## config.mk

```make
export PLATFORM = sky130hd
export DESIGN_NAME = fifo_rd_stream_flat
export DESIGN_NICKNAME = d
export VERILOG_FILES = /design/src/rtl/fifo_rd_stream_if.sv /design/src/rtl/fifo_rd_stream.sv /design/src/flat_wrapper.sv
export SDC_FILE = /design/constraint.sdc
export NUM_CORES = 1
export LEC_CHECK = 0
export ABC_AREA = 0
export CORE_MARGIN = 2
export CORE_UTILIZATION = 56
export CTS_BUF_LIST = sky130_fd_sc_hd__clkbuf_16
export DETAILED_ROUTE_END_ITERATION = 16
export GPL_TIMING_DRIVEN = 0
export PLACE_DENSITY = 0.8
export SLEW_MARGIN = 20
export SYNTH_ARGS = -nofsm -noshare
export SYNTH_HDL_FRONTEND = slang
export SYNTH_SLANG_ARGS = --single-unit
export TNS_END_PERCENT = 100
```

## constraint.sdc

```tcl
create_clock -name rd_clk -period 4.8 [get_ports rd_clk]
set_input_delay 0.96 -clock rd_clk [delete_from_list [all_inputs] [get_ports rd_clk]]
set_output_delay 0.96 -clock rd_clk [all_outputs]
set_load 0.01 [all_outputs]
```

## src/rtl/fifo_rd_stream_if.sv

```systemverilog
// fifo_rd_stream_if: bundles the FIFO read port and the outgoing valid/ready
// stream of the read-side drain engine.
//   master : the drain engine (issues FIFO reads, drives the stream)
//   slave  : the environment (FIFO read side plus stream sink)
interface fifo_rd_stream_if #(
    parameter int DATA_WIDTH = 8
);
    logic                  fifo_empty;
    logic [DATA_WIDTH-1:0] fifo_rd_data;
    logic                  fifo_rd_en;
    logic                  m_valid;
    logic                  m_ready;
    logic [DATA_WIDTH-1:0] m_data;

    modport master (
        input  fifo_empty,
        input  fifo_rd_data,
        output fifo_rd_en,
        output m_valid,
        input  m_ready,
        output m_data
    );

    modport slave (
        output fifo_empty,
        output fifo_rd_data,
        input  fifo_rd_en,
        input  m_valid,
        output m_ready,
        input  m_data
    );
endinterface

```

## src/rtl/fifo_rd_stream.sv

```systemverilog
// fifo_rd_stream: read-side drain engine for the dual-clock FIFO.
// Issues FIFO reads (1-cycle registered read latency) into a small circular
// prefetch buffer and presents the words as a full-throughput valid/ready
// stream. The read request depends only on registered state and fifo_empty,
// so the sink's m_ready never reaches fifo_rd_en combinationally.
// Optional: define FIFO_RD_STREAM_STATS_EN to add a saturating 32-bit
// delivered-word counter on output port word_cnt.
module fifo_rd_stream #(
    parameter int DATA_WIDTH = 8,
    parameter int BUF_DEPTH  = 3
) (
    input  logic             rd_clk,
    input  logic             rd_rst_n,
    fifo_rd_stream_if.master bus
`ifdef FIFO_RD_STREAM_STATS_EN
    ,
    output logic [31:0]      word_cnt
`endif
);

    localparam int OCC_W = $clog2(BUF_DEPTH + 1);
    localparam int IDX_W = $clog2(BUF_DEPTH);
    localparam logic [IDX_W-1:0] LAST_IDX = IDX_W'(BUF_DEPTH - 1);
    localparam logic [OCC_W:0]   DEPTH_W  = (OCC_W + 1)'(BUF_DEPTH);

    logic [OCC_W-1:0]      occ_q, occ_d;
    logic                  inflight_q;
    logic [IDX_W-1:0]      wr_idx_q, wr_idx_d;
    logic [IDX_W-1:0]      rd_idx_q, rd_idx_d;
    logic [DATA_WIDTH-1:0] buf_q [BUF_DEPTH];
    logic [OCC_W:0]        committed;
    logic                  rd_en;
    logic                  valid;
    logic                  pop;

    // Circular index increment; depth need not be a power of two.
    function automatic logic [IDX_W-1:0] idx_inc(input logic [IDX_W-1:0] idx);
        return (idx == LAST_IDX) ? '0 : idx + 1'b1;
    endfunction

    // Entries already buffered plus the one still returning from the FIFO.
    assign committed = {1'b0, occ_q} + {{OCC_W{1'b0}}, inflight_q};

    // Only request a word when a buffer slot is guaranteed for its return.
    assign rd_en = rd_rst_n && !bus.fifo_empty && (committed < DEPTH_W);
    assign valid = (occ_q != '0);
    assign pop   = valid && bus.m_ready;

    assign bus.fifo_rd_en = rd_en;
    assign bus.m_valid    = valid;
    assign bus.m_data     = buf_q[rd_idx_q];

    // Next-state for occupancy and the two circular indices.
    always_comb begin
        occ_d    = occ_q + {{(OCC_W-1){1'b0}}, inflight_q} - {{(OCC_W-1){1'b0}}, pop};
        wr_idx_d = wr_idx_q;
        rd_idx_d = rd_idx_q;
        if (inflight_q) begin
            wr_idx_d = idx_inc(wr_idx_q);
        end
        if (pop) begin
            rd_idx_d = idx_inc(rd_idx_q);
        end
    end

    // Control state: occupancy, in-flight flag and buffer indices.
    always_ff @(posedge rd_clk or negedge rd_rst_n) begin
        if (!rd_rst_n) begin
            occ_q      <= '0;
            inflight_q <= 1'b0;
            wr_idx_q   <= '0;
            rd_idx_q   <= '0;
        end else begin
            occ_q      <= occ_d;
            inflight_q <= rd_en;
            wr_idx_q   <= wr_idx_d;
            rd_idx_q   <= rd_idx_d;
        end
    end

    // Prefetch buffer: capture the returning FIFO word in the slot at wr_idx.
    always_ff @(posedge rd_clk or negedge rd_rst_n) begin
        if (!rd_rst_n) begin
            for (int i = 0; i < BUF_DEPTH; i++) begin
                buf_q[i] <= '0;
            end
        end else if (inflight_q) begin
            buf_q[wr_idx_q] <= bus.fifo_rd_data;
        end
    end

`ifdef FIFO_RD_STREAM_STATS_EN
    logic [31:0] word_cnt_q;

    // Delivered-word counter, saturating at all-ones.
    always_ff @(posedge rd_clk or negedge rd_rst_n) begin
        if (!rd_rst_n) begin
            word_cnt_q <= '0;
        end else if (pop && (word_cnt_q != 32'hFFFF_FFFF)) begin
            word_cnt_q <= word_cnt_q + 32'd1;
        end
    end

    assign word_cnt = word_cnt_q;
`endif

endmodule

```

## src/flat_wrapper.sv

```systemverilog
// flat-port wrapper written by rule: the top's interface ports become plain ports
module fifo_rd_stream_flat 
#(
    parameter int DATA_WIDTH = 8,
    parameter int BUF_DEPTH  = 3
)
  (rd_clk, rd_rst_n, bus_fifo_empty, bus_fifo_rd_data, bus_fifo_rd_en, bus_m_valid, bus_m_ready, bus_m_data);
  fifo_rd_stream_if #(.DATA_WIDTH(DATA_WIDTH)) bus_i ();
  input  logic rd_clk;
  input  logic rd_rst_n;
  input wire logic [$bits(bus_i.fifo_empty)-1:0] bus_fifo_empty;
  input wire logic [$bits(bus_i.fifo_rd_data)-1:0] bus_fifo_rd_data;
  output wire logic [$bits(bus_i.fifo_rd_en)-1:0] bus_fifo_rd_en;
  output wire logic [$bits(bus_i.m_valid)-1:0] bus_m_valid;
  input wire logic [$bits(bus_i.m_ready)-1:0] bus_m_ready;
  output wire logic [$bits(bus_i.m_data)-1:0] bus_m_data;
  assign bus_i.fifo_empty = bus_fifo_empty;
  assign bus_i.fifo_rd_data = bus_fifo_rd_data;
  assign bus_fifo_rd_en = bus_i.fifo_rd_en;
  assign bus_m_valid = bus_i.m_valid;
  assign bus_i.m_ready = bus_m_ready;
  assign bus_m_data = bus_i.m_data;
  fifo_rd_stream #(.DATA_WIDTH(DATA_WIDTH), .BUF_DEPTH(BUF_DEPTH)) u_core (.rd_clk(rd_clk), .rd_rst_n(rd_rst_n), .bus(bus_i));
endmodule
```

Word level (Yosys, flattened, before mapping)
Cells that the tools add are included.
- bits in registers: 31
- input bits: 12
- output and inout port bits: 10
- logic and storage cells: 34
- add/subtract/negate cells: 5
- order comparisons: 4
- eq/ne operators: 2
- mux-type cells: 8
- bitwise gates (word level): 2
- reductions and logical operators: 6
- operators by type and width (kind ; number):
    $bwmux 24 ; 1
    $mux 8 ; 3
    $bmux 8 s2 ; 1
    $demux 8 s2 ; 1
    $ge 3x3->1 const B ; 2
    $not 2->3 ; 2
    $add 2x1->2 const B ; 2
    $eq 2x2->1 const B ; 2
    $logic_and 1x1->1 ; 4
    $mux 2 ; 2
    $add 2x1->3 ; 1
    $lt 3x1->1 const B ; 1
    $lt 3x2->1 const B ; 1
    $add 2x1->2 ; 1
    $reduce_bool 2->1 ; 1
    $sub 2x1->2 ; 1
    $logic_not 1->1 ; 1

Logic depth before layout (Yosys ltp)
- depth after elaboration: 6
- mapped depth: 7
- depth with buffers taken out: 7

Worst setup path before layout
OpenSTA, ideal clock, no wires.
- kind: input to output
- start: in rd_rst_n
- end: out bus_fifo_rd_en
- data arrival time: 1.718 ns
- required time: 3.840 ns
- setup slack: 2.122 ns
- cell stages on the path: 2
- path buffers: 0
- path through: inv_1 -> a2111oi_0
- word-level cells in the longest chain between the ends: 2
- ends and longest elaborated chain (element ; RTL line ; text):
    start: declaration ; flat_wrapper.sv:10 ; input logic rd_rst_n;
    $logic_and 1x1->1 (2 in series) ; fifo_rd_stream.sv:45 ; assign rd_en = rd_rst_n && !bus.fifo_empty && (committed < DEPTH_W);
    end: declaration ; flat_wrapper.sv:13 ; output wire logic [$bits(bus_i.fifo_rd_en)-1:0] bus_fifo_rd_en;
Every way passes these cells.

Final worst setup path
Same ends and word-level chain as after synthesis.

==> results.py <==
metrics = {
    "power_and_ir_drop": {
        "power_density_mw_per_mm2": 719,
        "leakagePower_nw": 0.774,
        "peakVddDrop_mv": 0.517,
        "total_power_w": 0.00128,
    },
    "clock_network": {
        "cts_resized": 0,
        "clk_pin_slew_worst_paths_ns": 0.04,
        "clock_latency_ns": 0.27,
        "cts_setup_buffers": 0,
        "hold_buffers": 0,
        "cts_num_sinks": 31,
        "cts_max_level": 2,
        "cts-root-buf": "clkbuf_16",
        "cts_tree": "built",
        "clock_path_buffers": 2,
        "cts-buffers-inserted": 5,
    },
    "timing": {
        "clock_skew_ns": 0.00388,
        "fin_tns_setup_ns": 0,
        "setup_ws_ns": 1.11,
        "final_hold_viol_count": 0,
        "worst_slew_pin_slew_ns": 0.694,
        "period_minus_slack_ns": 3.69,
        "maxSlewHeadroom_pct": 53.7,
        "whs_ns": 0.501,
        "rsz0062_at_grt": "no",
        "finalMaxSlewViolations": 0,
        "setup_viol": 0,
        "max_freq_mhz": 271,
        "fin_crit_sh_pct": 76.9,
    },
    "global_route": {
        "track_usage_pct": 20.7,
        "grt_max_degree": 33,
        "grt_first_pass_wirelength_mm": 4.03,
        "grt_antenna_before_repair": 0,
        "grt_overflow": 0,
        "grt_pass1_vias": 860,
    },
    "finish": {
        "multi_input_area_um2": 591,
        "drive_gt1_share_pct": 28.3,
        "final_net_count": 142,
        "area_growth_pct": 27.1,
        "layout.area.seq_um2": 776,
        "fillCellCount": 168,
        "antennaDiodeCount": 0,
        "utilization_pct": 73.2,
    },
    "route": {
        "post_drt_wl_per_cell_um": 16.4,
        "viasPerCell": 5.63,
        "drc": 0,
        "drt_iter0_drc": 3,
        "vias": 884,
        "wirelength_mm": 2.58,
        "drt-pass1-iter-count": 4,
        "antenna_left": 0,
    },
    "floorplan": {
        "die_w_um": 54.0,
        "core_area_mm2": 0.00243,
        "num_rows": 18,
        "die_y_um": 54.0,
        "num_io_pins": 22,
        "die_area_mm2": 0.00292,
        "start_util_pct": 57.6,
    },
    "placement": {
        "hpwl_mm": 1.66,
        "place_ws_ns": 1.05,
        "gp_congestion": 0.638,
        "io_buffers": 21,
    },
    "setup_path": {
        "cp_max_fo": 32,
        "cp.required_ns": 3.84,
        "path_cells": "buf_2, inv_1, a2111oi_0, clkdlybuf4s50_1",
        "cpMaxStageDelayCell": "clkdlybuf4s50_1",
        "cp.arrival_ns": 2.73,
        "critPathLaunchType": "primary input",
        "endpoint_kind": "primary output",
        "slowest_delay_ns": 0.64,
        "worstSetupPathType": "in2out",
    },
    "job": {
        "cap_violations": 0,
    },
    "yosys": {
        "avgSynthCellArea_um2": 14.3,
        "yosysWarnings": 0,
        "synthCells": 98,
        "synth.distinct_cells": 18,
        "syn-num-nets": 114,
        "ys_seq_area_share_pct": 55.4,
        "netlist_area_mm2": 0.00140,
        "ys_ff_latch": 31,
    },
    "outcome": {
        "status": "completed",
    },
    "hold_path": {
        "hold_path.class": "reg2reg",
    },
}
-- path summary, 6_finish.rpt --
kind	start	endpoint	slack, ns	cells past startpoint
setup / recovery	rd_rst_n	bus_fifo_rd_en	1.11	4
hold / removal	u_core.buf_q[14]	u_core.buf_q[14]	0.50	1
setup reg to reg	u_core.occ_q[1]	u_core.occ_q[1]	3.02	7
hold reg to reg	u_core.buf_q[14]	u_core.buf_q[14]	0.50	1
max in group asynchronous	rd_rst_n	u_core.buf_q[13]	3.62	1
min in group asynchronous	rd_rst_n	u_core.inflight_q	0.73	1
-- flip-flops by register name, indices dropped and copies added, names as in the netlist --
signal,count
u_core.buf_q,24
u_core.occ_q,2
u_core.rd_idx_q,2
u_core.wr_idx_q,2
u_core.inflight_q,1
-- layout by cell type, fill, tap and decap left out, drive strengths merged --
| cell type | count |
|---|---|
| mux2i | 8 |
| clkbuf | 7 |
| mux2 | 26 |
| clkinv | 2 |
| xnor2 | 2 |
| a2111oi | 1 |
| buf | 2 |
| ha | 4 |
| clkdlybuf4s50 | 20 |
| nor2b | 1 |
| o21ai | 2 |
| inv | 7 |
| o2bb2ai | 8 |
| nor3b | 1 |
| nor2 | 1 |
| or2 | 1 |
| nand3b | 2 |
| dfrtp | 31 |
| a21o | 1 |
-- per-stage QoR --
stage	instance area, µm²	cells
final	1780	157
after global routing	1780	157
after CTS	1780	157
after detailed placement	1640	149
after global placement	1650	149
after floorplan	1400	98
-- power breakdown --
group          leakage [nW]  internal [W]  switching, W
clock network        0.0701      0.000186      0.000101
logic                 0.336      0.000308      0.000212
registers             0.368      0.000394     0.0000787
total                 0.774      0.000887      0.000392
-- kinds of logic after synthesis --
group,share of synthesized area (%)
buffers and inverters,2.50
and+or+nand+nor,3.84
muxes,26.6
DFF,55.4
AOI/OAI and AO/OA,6.88
xor gates and xnor gates,1.25
adders and majority gates,3.57
-- metal layers --
| metal | GRT usage (%) | part of all wire [%] |
|---|---|---|
| met1 | 24.5 | 43 |
| met2 | 33.3 | 51 |
| met3 | 9.17 | 4.1 |
| met4 | 7.50 | 1.6 |
| met5 | 0 | 0 |
-- synthesized netlist by cell type --
cell type  number  area, µm²
o2bb2ai_1       8       70.1
nand3b_1        1       7.51
mux2_2         26        293
nand3b_2        1       11.3
ha_1            4       50.1
nor3b_4         1       18.8
nor2_1          1       3.75
xnor2_1         2       17.5
dfrtp_1        31        776
nor2b_1         1       6.26
inv_1           6       22.5
clkbuf_1        2       7.51
o21ai_0         2       10.0
mux2i_1         8       80.1
or2_2           1       6.26
a21o_1          1       7.51
buf_2           1       5.00
a2111oi_0       1       8.76
-- cell type report --
| cell class | count | area share (%) |
|---|---|---|
| Multi-Input combinational cell | 58 | 33.2 |
| Inverter | 6 | 1.26 |
| Clock buffer | 5 | 7.03 |
| Timing Repair Buffer | 21 | 11.5 |
| Buffer | 3 | 0.703 |
| Clock inverter | 3 | 0.632 |
| Sequential cell | 31 | 43.6 |
| Tap cell | 30 | 2.11 |
-- worst max-delay path, delay by kind of cell --
family	cells	cell delay, ns
buffers and inverters	3	1.26
AO/OA/AOI/OAI	1	0.51
No activity file was read; power rests on OpenSTA's default activity.
